--- src/rtl/calc_pkg.sv ---
// Shared types and helpers for the keypad receive path: receiver FSM states,
// key code width and one-hot decoding helpers.
package calc_pkg;

    typedef enum logic {IDLE, ACK} rx_state_e;

    // Width of a binary key index for a rows_count x cols_count keypad.
    function automatic int key_code_width(input int rows_count, input int cols_count);
        return $clog2(rows_count * cols_count);
    endfunction

    // Bit position of the set bit in a one-hot vector (LSB is index 0).
    function automatic int onehot_index(input logic [31:0] v);
        int idx;
        idx = 0;
        for (int i = 0; i < 32; i++) begin
            if (v[i]) idx = i;
        end
        return idx;
    endfunction

    // True when exactly one bit of v is set.
    function automatic logic is_onehot(input logic [31:0] v);
        return (v != 32'd0) && ((v & (v - 32'd1)) == 32'd0);
    endfunction

endpackage

--- src/rtl/key_fifo.sv ---
// Show-ahead synchronous FIFO: the head entry is always visible on rdata.
// Pushes while full and pops while empty are ignored.
module key_fifo #(
    parameter int width = 4,
    parameter int depth = 4
) (
    input  logic                           clk,
    input  logic                           rst,
    input  logic                           push,
    input  logic                           pop,
    input  logic [width-1:0]               wdata,
    output logic [width-1:0]               rdata,
    output logic [$clog2(depth+1)-1:0]     count,
    output logic                           full,
    output logic                           empty
);

    localparam int aw = $clog2(depth);
    localparam int cw = $clog2(depth + 1);

    logic [width-1:0] mem [depth];
    logic [aw-1:0]    wr_ptr;
    logic [aw-1:0]    rd_ptr;
    logic             do_push;
    logic             do_pop;

    assign full    = (count == cw'(depth));
    assign empty   = (count == '0);
    assign do_push = push && !full;
    assign do_pop  = pop && !empty;
    assign rdata   = mem[rd_ptr];

    // Storage, power-of-two wrapping pointers and occupancy count.
    always_ff @(posedge clk or negedge rst) begin
        if (!rst) begin
            wr_ptr <= '0;
            rd_ptr <= '0;
            count  <= '0;
            for (int i = 0; i < depth; i++) begin
                mem[i] <= '0;
            end
        end else begin
            if (do_push) begin
                mem[wr_ptr] <= wdata;
                wr_ptr      <= wr_ptr + 1'b1;
            end
            if (do_pop) begin
                rd_ptr <= rd_ptr + 1'b1;
            end
            case ({do_push, do_pop})
                2'b10:   count <= count + 1'b1;
                2'b01:   count <= count - 1'b1;
                default: count <= count;
            endcase
        end
    end

endmodule

--- src/rtl/keypad_key_receiver.sv ---
// Consumer side of the scanner done/ack handshake. Takes one code word per
// press, decodes the one-hot row/column pair into a key index and queues it
// for the calculator core. Malformed codes are acknowledged but dropped.
module keypad_key_receiver
    import calc_pkg::*;
#(
    parameter int rows_count = 4,
    parameter int cols_count = 4,
    parameter int fifo_depth = 4
) (
    input  logic                                                 clk,
    input  logic                                                 rst,
    input  logic [rows_count+cols_count-1:0]                     data,
    input  logic                                                 done,
    output logic                                                 ack,
    output logic [key_code_width(rows_count, cols_count)-1:0]    key_code,
    output logic                                                 key_valid,
    input  logic                                                 key_ready,
    output logic                                                 invalid_key,
    output logic                                                 fifo_full
);

    localparam int kw = key_code_width(rows_count, cols_count);
    localparam int cw = $clog2(fifo_depth + 1);

    rx_state_e        state;
    rx_state_e        next_state;
    logic [rows_count-1:0] rows_field;
    logic [cols_count-1:0] cols_field;
    logic             decode_valid;
    logic [kw-1:0]    key_index;
    logic             room;
    logic             accept;
    logic             push;
    logic             ack_next;
    logic             invalid_next;
    logic [cw-1:0]    fifo_count;
    logic             fifo_empty;

    assign rows_field = data[rows_count+cols_count-1:cols_count];
    assign cols_field = data[cols_count-1:0];

    // Space is judged on the registered count only, so a same-cycle pop
    // does not let a press in until the following edge.
    assign room      = (fifo_count < cw'(fifo_depth));
    assign accept    = (state == IDLE) && done && room;
    assign key_valid = !fifo_empty;

    // Decode the code word: both fields must be one-hot to name a single key.
    always_comb begin
        decode_valid = is_onehot(32'(rows_field)) && is_onehot(32'(cols_field));
        key_index    = kw'(onehot_index(32'(rows_field)) * cols_count
                           + onehot_index(32'(cols_field)));
    end

    // State register together with the registered handshake outputs.
    always_ff @(posedge clk or negedge rst) begin
        if (!rst) begin
            state       <= IDLE;
            ack         <= 1'b0;
            invalid_key <= 1'b0;
        end else begin
            state       <= next_state;
            ack         <= ack_next;
            invalid_key <= invalid_next;
        end
    end

    // Next state: sample once per press, then wait for the scanner to drop done.
    always_comb begin
        next_state = state;
        case (state)
            IDLE:    if (accept) next_state = ACK;
            ACK:     if (!done)  next_state = IDLE;
            default: next_state = IDLE;
        endcase
    end

    // Outputs: push good keys, flag bad ones, hold ack while in ACK.
    always_comb begin
        push         = accept && decode_valid;
        invalid_next = accept && !decode_valid;
        ack_next     = 1'b0;
        case (state)
            IDLE:    ack_next = accept;
            ACK:     ack_next = done;
            default: ack_next = 1'b0;
        endcase
    end

    key_fifo #(
        .width (kw),
        .depth (fifo_depth)
    ) u_fifo (
        .clk   (clk),
        .rst   (rst),
        .push  (push),
        .pop   (key_ready),
        .wdata (key_index),
        .rdata (key_code),
        .count (fifo_count),
        .full  (fifo_full),
        .empty (fifo_empty)
    );

endmodule

--- config.mk ---
export PLATFORM = sky130hd
export DESIGN_NAME = keypad_key_receiver
export DESIGN_NICKNAME = d
export VERILOG_FILES = /design/src/rtl/calc_pkg.sv /design/src/rtl/key_fifo.sv /design/src/rtl/keypad_key_receiver.sv
export SDC_FILE = /design/constraint.sdc
export NUM_CORES = 1
export LEC_CHECK = 0
export BUFFER_PORTS_ARGS = -buffer_cell sky130_fd_sc_hd__buf_2
export CORE_AREA = 10 10 71 73
export DETAILED_ROUTE_END_ITERATION = 12
export DIE_AREA = 0 0 81 83
export PLACE_DENSITY_LB_ADDON = 0.2
export SYNTH_ARGS = -nofsm -noshare
export SYNTH_HDL_FRONTEND = slang
export SYNTH_SLANG_ARGS = --single-unit
export TNS_END_PERCENT = 5
--- constraint.sdc ---
create_clock -name clk -period 2.8 [get_ports clk]
set_input_delay 0.84 -clock clk [delete_from_list [all_inputs] [get_ports clk]]
set_output_delay 0.84 -clock clk [all_outputs]
set_load 0.05 [all_outputs]
==> flow_summary.ini, run 1 <==
[detailed_routing]
top_layer = met4
drtPass1Iterations = 4
drc_errors = 0
wl_met3_um = 127
dr.first_iter.drc_count = 17
num_vias = 844
routed_via_density = 4.74
drt-met1-wl_mm = 1.24
routedWlPerCell_um = 15.3
met2_length_mm = 1.32
antenna_left = 0
routed_wl_mm = 2.73

[worst_hold_path]
min_path_cells = 1
hold_start = u_fifo.count[0]
hold_class = reg2reg
hold_end = u_fifo.count[0]

[clocking]
path_clk_slew_ps = 90
clk_latency_ps = 270
clockRootBuffer = clkbuf_8
clockBufferDepth = 2
ctsResizeCount = 0
cts.sinks = 25
tritoncts = built
ctsHoldBuffers = 0
cts_buffers = 3
cts_setup_buffers = 0
cts-htree-levels = 1

[grt]
gr-total-overflow = 0
first_global_vias = 938
track_usage_pct = 8.66
antenna_found_initial = 0
grt_max_degree = 26
grt_pass1_wl_mm = 4.68

[synth]
syn_nets = 118
synth_top_area_share_pct = 44.4
syn-mean-instance-area_um2 = 14.1
synth.distinct_cells = 27
synth-seq-cells = 25
synthTopCellsByArea = dfrtp_1 (44%), mux2_4 (18%), mux4_2 (6.4%), nor3_4 (4.6%), ha_1 (4.4%)
synth_warnings = 0
syn_area_mm2 = 0.00141
yosysSeqAreaShare_pct = 44.4
synth_top_area_cell = dfrtp_1
synthesis.instances = 100

[critical_path]
worstPathArrival_ps = 2720
r2r_end = u_fifo.count[1]
slowest_stage = or4_1
crit_type = in2reg
r2r-start = u_fifo.count[2]
path_cells = buf_2 -> or4_1 -> nand4_4 -> nor3_2 -> inv_1 -> ha_1 -> inv_1 -> fa_1 -> xor2_1 -> nor2_1 -> xor2_1
startpoint_type = primary input
worstPathMaxFanout = 2
r2r_cells = 8
rrSetupSlack_ps = 750
crit_path_end_kind = register
critPathMaxStageDelay_ps = 570
worst-path-buf-inv = 3
crit_family = simple AND/OR/NAND/NOR gates
required_ps = 3000

[final_layout]
area_growth_pct = 18.5
fin_util_pct = 45.9
final_cells = 178
nNetsFinal = 149
antenna_cells = 0
drive_above_1_share_pct = 48.5

[die]
core_area_mm2 = 0.00363
initial_core_util_pct = 38.7
dieArea_mm2 = 0.00672
ios = 20
die_h_um = 83
fp.dieW_um = 81
row_count = 22

[sta]
tightest_slew_ps = 561
fin_crit_sh_pct = 90.3
fmax_mhz = 396
setup_tns_ps = 0
fin_crit_ps = 2530
slew_headroom_pct = 62.6
hold_viol = 0
slew_violations = 0
finalSetupViolCount = 0
finClkSkew_ps = 5.57
rsz0062_at_grt = no
layout_setup_ws_ps = 272

[job]
max_cap_viol_count = 0

[placed_design]
globalplace.congestion = 0.754
post-place-ws_ps = -36.8
dp.cells = 174
dp_hpwl_mm = 2.10
place.port_buffers = 19

[run_status]
outcome = finished, final reports clean

[pwr]
powerDensity_mw_per_mm2 = 808
peakVddDrop_v = 0.000579
p_leak_nw = 0.818
==> registers in the layout, summed over array words and instances (netlist names) <==
name	flops
u_fifo.count	3
invalid_key	1
u_fifo.mem	16
u_fifo.wr_ptr	2
ack	1
u_fifo.rd_ptr	2
==> cells in the mapped netlist <==
cell type and count:
nor2_1 3, nand2_4 1, or3_1 1, mux2i_1 1
nor3b_2 1, and2_1 1, nor3_2 1, xor2_1 3
nand2_1 5, inv_1 10, dfrtp_1 25, or2_2 2
mux4_2 4, and3_1 1, or4_4 1, mux2_4 17
clkbuf_1 1, xnor2_1 3, or4_1 1, ha_1 5
nor3_4 4, fa_1 1, a21boi_0 1, a22oi_1 2
nand4_4 1, o22ai_1 2, a21o_1 2
==> final cells by class <==
type / count / area (um2)
Fill cell: 355 / 1970
Multi-Input combinational cell: 64 / 741
Sequential cell: 25 / 626
Timing Repair Buffer: 27 / 155
Tap cell: 48 / 60.1
Clock buffer: 3 / 41.3
Inverter: 10 / 37.5
Clock inverter: 1 / 7.51
==> per-stage QoR <==
stage               hold WS (ps)  power, W  cell area (um2)
floorplan                    462   0.00100             1410
global placement             485   0.00113             1620
detailed placement           486   0.00114             1620
CTS                          505   0.00137             1670
global route                 524   0.00144             1670
finish                       503   0.00135             1670
==> cells by family after synthesis <==
group | share of synthesized area [%]
xor+xnor | 3.73
buf+inv | 2.93
fa+ha+maj | 5.87
mux | 25.2
simple gates | 14.2
flops | 44.4
compound gates | 3.55
==> per-layer routing <==
metal	vias up	track usage [%]
met5	-	0
met4	0	2.35
met3	4	3.13
met2	14	13.6
met1	418	10.8
li1	408	-
==> worst max path at each step <==
stage,startpoint,to,cells past startpoint
6_report,data[0],u_fifo.count[2],11
2_1_floorplan,data[0],u_fifo.count[2],10
5_1_grt,data[0],u_fifo.count[2],11
3_3_place_gp,data[0],u_fifo.count[2],11
4_1_cts,data[0],u_fifo.count[2],11
3_5_place_dp,data[0],u_fifo.count[2],11
==> cell usage in the layout, fill, tap and decap left out, types with 3 or more instances in the layout <==
cell type,netlist,routed
dfrtp_1,25,25
buf_2,0,19
mux2_4,17,17
inv_1,10,10
buf_4,0,8
nand2_1,5,5
ha_1,5,5
mux4_2,4,4
nor3_4,4,4
nor2_1,3,3
xor2_1,3,3
xnor2_1,3,3
clkbuf_8,0,3
==> power by group <==
group | leakage (nW) | switching [W] | total (W) | internal [W]
registers | 0.326 | 0.000106 | 0.000574 | 0.000468
logic | 0.470 | 0.000306 | 0.000555 | 0.000249
clock network | 0.0217 | 0.000118 | 0.000219 | 0.000101
total | 0.818 | 0.000531 | 0.00135 | 0.000818
Power figures use the tool's default switching activity.
==> run 2, diff against run 1 <==
PLACE_DENSITY_LB_ADDON = unset   (was 0.2)
==> flow_summary.ini, run 2 (synthesis results as in run 1) <==
[run_status]
outcome = finished, final reports clean

[die]
row_count = 22
initial_core_util_pct = 38.7
fp.dieW_um = 81
core_area_mm2 = 0.00363
dieArea_mm2 = 0.00672
die_h_um = 83
ios = 20

[detailed_routing]
routed_wl_mm = 2.61
routed_via_density = 4.66
top_layer = met3
num_vias = 830
wl_met3_um = 141
routedWlPerCell_um = 14.6
drtPass1Iterations = 4
drt-met1-wl_mm = 1.27
dr.first_iter.drc_count = 49
met2_length_mm = 1.20
antenna_left = 0
drc_errors = 0

[worst_hold_path]
hold_class = reg2reg

[critical_path]
worstPathArrival_ps = 2740
required_ps = 2990
crit_type = in2reg
startpoint_type = primary input
worstPathMaxFanout = 2
crit_path_end_kind = register

[clocking]
cts.sinks = 25
clockBufferDepth = 2
tritoncts = built
ctsHoldBuffers = 0
clk_latency_ps = 260
cts-htree-levels = 1
cts_setup_buffers = 0
path_clk_slew_ps = 90
cts_buffers = 3
ctsResizeCount = 0
clockRootBuffer = clkbuf_8

[final_layout]
nNetsFinal = 149
largest_reg_flops = 16
layout_commonest_cell = dfrtp_1
design_area_mm2 = 0.00166
final_cell_mix = dfrtp_1 (25), buf_2 (19), mux2_4 (17)
largestRegisters = u_fifo.mem: 16 flops, u_fifo.count: 3 flops
drive_above_1_share_pct = 47.7
fill_cells = 339
area_growth_pct = 18.2
largest_register = u_fifo.mem
antenna_cells = 0

[sta]
slew_violations = 0
slew_headroom_pct = 62.7
fin_crit_ps = 2540
hold_viol = 0
fmax_mhz = 393
finClkSkew_ps = 2.42
setup_tns_ps = 0
finalSetupViolCount = 0
fin_crit_sh_pct = 90.9
rsz0062_at_grt = no
tightest_slew_ps = 560
hold_slack_ps = 505

[pwr]
total_power_w = 0.00133
p_leak_nw = 0.819
powerDensity_mw_per_mm2 = 802
peakVddDrop_v = 0.000464

[placed_design]
dp_hpwl_mm = 1.99
place.port_buffers = 19
globalplace.congestion = 0.733
placed_cell_area_mm2 = 0.00162

[grt]
track_usage_pct = 8.60
antenna_found_initial = 0
grt_max_degree = 26
grt_pass1_wl_mm = 4.68
gr-total-overflow = 0
first_global_vias = 923

[job]
max_cap_viol_count = 0
run 2: cell count changes in the layout (fill, tap and decap cells not counted), sizes merged:
cell	delta
clkinvlp	-1
clkbuf	+1
run 2: report_power, final:
| part | leakage (nW) | internal [W] | switching, W | total [W] |
|---|---|---|---|---|
| clock | 0.0228 | 0.000102 | 0.000110 | 0.000212 |
| sequential | 0.326 | 0.000468 | 0.000104 | 0.000572 |
| combinational | 0.470 | 0.000246 | 0.000304 | 0.000550 |
run 2: area by class of cell:
| type | instances | area (um2) | share of cell area [%] |
|---|---|---|---|
| multi-input cells | 64 | 741 | 44.5 |
| clock buffers | 4 | 45.0 | 2.71 |
| repair buffers | 27 | 155 | 9.32 |
| flip-flops and latches | 25 | 626 | 37.6 |
| inverters | 10 | 37.5 | 2.26 |
| well taps | 48 | 60.1 | 3.61 |
run 2: stage by stage:
stage	util, %	worst slack [ps]	instances
2_1_floorplan	-	19.5	100
3_3_place_gp	44.6	22.7	174
3_5_place_dp	44.6	-19.2	174
4_1_cts	45.8	257	178
5_1_grt	45.8	122	178
6_report	45.8	256	178
run 2: path summary, 6_finish.rpt:
kind                       cells after the start  slack (ps)              end            start
min                                            1         500  u_fifo.count[0]  u_fifo.count[0]
min reg2reg                                    1         500  u_fifo.count[0]  u_fifo.count[0]
max reg2reg                                   10         690  u_fifo.count[2]  u_fifo.count[2]
min in group asynchronous                      1         560    u_fifo.mem[0]              rst
max                                           11         260  u_fifo.count[2]          data[0]
max in group asynchronous                      1        1870    u_fifo.mem[3]              rst
run 2: worst max-delay path, stage by stage:
cell and delay [ps]:
buf_2 100, or4_1 570, nand4_4 120, nor3_2 60
inv_1 50, ha_1 150, inv_1 60, fa_1 380
xor2_1 150, nor2_1 110, xor2_1 150
run 2: metal layers:
layer	up-vias	GRT usage [%]
met5	-	0
met4	0	0.939
met1	404	12.1
li1	412	-
met2	14	12.5
met3	0	3.23
==> run 3, diff against run 2 <==
GPL_TIMING_DRIVEN = 0   (was unset)
==> flow_summary.ini, run 3 (synthesis results as in run 1) <==
[worst_hold_path]
hold_start = u_fifo.count[0]
hold_class = reg2reg

[final_layout]
seq_area_um2 = 626
largest_reg_flops = 16
layout_commonest_cell = dfrtp_1
final_cell_mix = dfrtp_1 (25), buf_2 (19), mux2_4 (17)
largest_register = u_fifo.mem
area_growth_pct = 15.0
antenna_cells = 0
design_area_mm2 = 0.00162
fill_cells = 352
largestRegisters = u_fifo.mem: 16 flops, u_fifo.count: 3 flops
multi_input_comb_area_um2 = 741
drive_above_1_share_pct = 45.2
nNetsFinal = 143

[clocking]
path_clk_slew_ps = 80
clk_latency_ps = 280
tritoncts = built
cts_buffers = 3
ctsResizeCount = 0
clockRootBuffer = clkbuf_8
cts-htree-levels = 1
clockBufferDepth = 2
cts.sinks = 25

[die]
ios = 20
initial_core_util_pct = 38.7
core_area_mm2 = 0.00363
fp.dieW_um = 81
row_count = 22
die_h_um = 83
dieArea_mm2 = 0.00672

[pwr]
powerDensity_mw_per_mm2 = 829
total_power_w = 0.00134
peakVddDrop_v = 0.000469
p_leak_nw = 0.785

[sta]
rsz0062_at_grt = no
hold_viol = 0
fin_crit_sh_pct = 94.7
finClkSkew_ps = 6.83
finalSetupViolCount = 0
fin_crit_ps = 2650
layout_setup_ws_ps = 147
slew_headroom_pct = 62.3
setup_tns_ps = 0
fmax_mhz = 377
tightest_slew_ps = 565
slew_violations = 0

[critical_path]
path_cells = buf_2 -> or4_1 -> nand4_4 -> nor3_2 -> inv_1 -> ha_1 -> inv_1 -> fa_1 -> xor2_1 -> nor2_1 -> xor2_1
worstPathMaxFanout = 4
cp-startpoint = data[0]
slowest_stage = or4_1
worst-path-buf-inv = 3
worstPathArrival_ps = 2850
r2r-start = u_fifo.count[2]
critPathMaxStageDelay_ps = 570
startpoint_type = primary input
crit_path_end_kind = register
crit_family = simple AND/OR/NAND/NOR gates
crit_type = in2reg
required_ps = 3000

[detailed_routing]
routedWlPerCell_um = 15.4
drc_errors = 0
routed_via_density = 4.83
routed_wl_mm = 2.65
num_vias = 830
drtPass1Iterations = 4
dr.first_iter.drc_count = 28
antenna_left = 0

[placed_design]
dp_hpwl_mm = 2.00
placed_cell_area_mm2 = 0.00156
place.port_buffers = 19
post-place-ws_ps = -202
globalplace.congestion = 0.760

[grt]
grt_pass1_wl_mm = 4.59
first_global_vias = 912
track_usage_pct = 8.68
antenna_found_initial = 0
gr-total-overflow = 0
grt_max_degree = 26

[run_status]
outcome = finished, final reports clean

[job]
max_cap_viol_count = 0
run 3: cell count changes in the layout (fill, tap and decap cells not counted), sizes merged:
| cell | before | now |
|---|---|---|
| buf | 27 | 20 |
| clkinvlp | 0 | 1 |
run 3: final cells by class:
cell class | count | area share, %
Sequential cell | 25 | 38.6
Buffer | 1 | 0.232
Clock buffer | 3 | 2.55
Tap cell | 48 | 3.71
Timing Repair Buffer | 20 | 6.34
Inverter | 10 | 2.32
Clock inverter | 1 | 0.464
Multi-Input combinational cell | 64 | 45.7
run 3: worst paths after layout:
path | to | slack, ps | depth (start not counted)
setup / recovery | u_fifo.count[2] | 150 | 11
hold / removal | u_fifo.count[0] | 510 | 1
setup reg to reg | u_fifo.count[2] | 540 | 10
hold reg to reg | u_fifo.count[0] | 510 | 1
max in group asynchronous | u_fifo.count[2] | 1880 | 1
min in group asynchronous | u_fifo.mem[9] | 540 | 1
run 3: what timing repair did:
action | in CTS | in global routing
buffers inserted | 0 | 1
hold buffers | 0 | 0
setup endpoints to repair | 0 | 1
run 3: report_power, final:
part	internal (W)	switching [W]
Clock	0.000101	0.000119
Combinational	0.000242	0.000328
Sequential	0.000468	0.0000837
run 3: per-stage QoR:
step | utilization (%) | hold WS, ps | instances
final | 44.6 | 513 | 172
after global routing | 44.6 | 532 | 172
after CTS | 44.4 | 516 | 171
after detailed placement | 43.0 | 490 | 167
after global placement | 43.0 | 482 | 167
after floorplan | - | 462 | 100
run 3: per-layer routing:
layer	GRT usage (%)	vias to the layer above	share of wire (%)
met1	10.4	412	43
met2	13.6	19	50
li1	-	394	-
met5	0	-	0
met4	3.29	0	1.4
met3	3.23	5	5.5
run 3: worst register-to-register path, cell delays in order, from the launching register on:
cell	delay [ps]
dfrtp_1	450
nor3b_2	350
inv_1	110
nor3_2	340
inv_1	90
ha_1	210
inv_1	70
fa_1	170
xor2_1	150
nor2_1	60
xor2_1	140
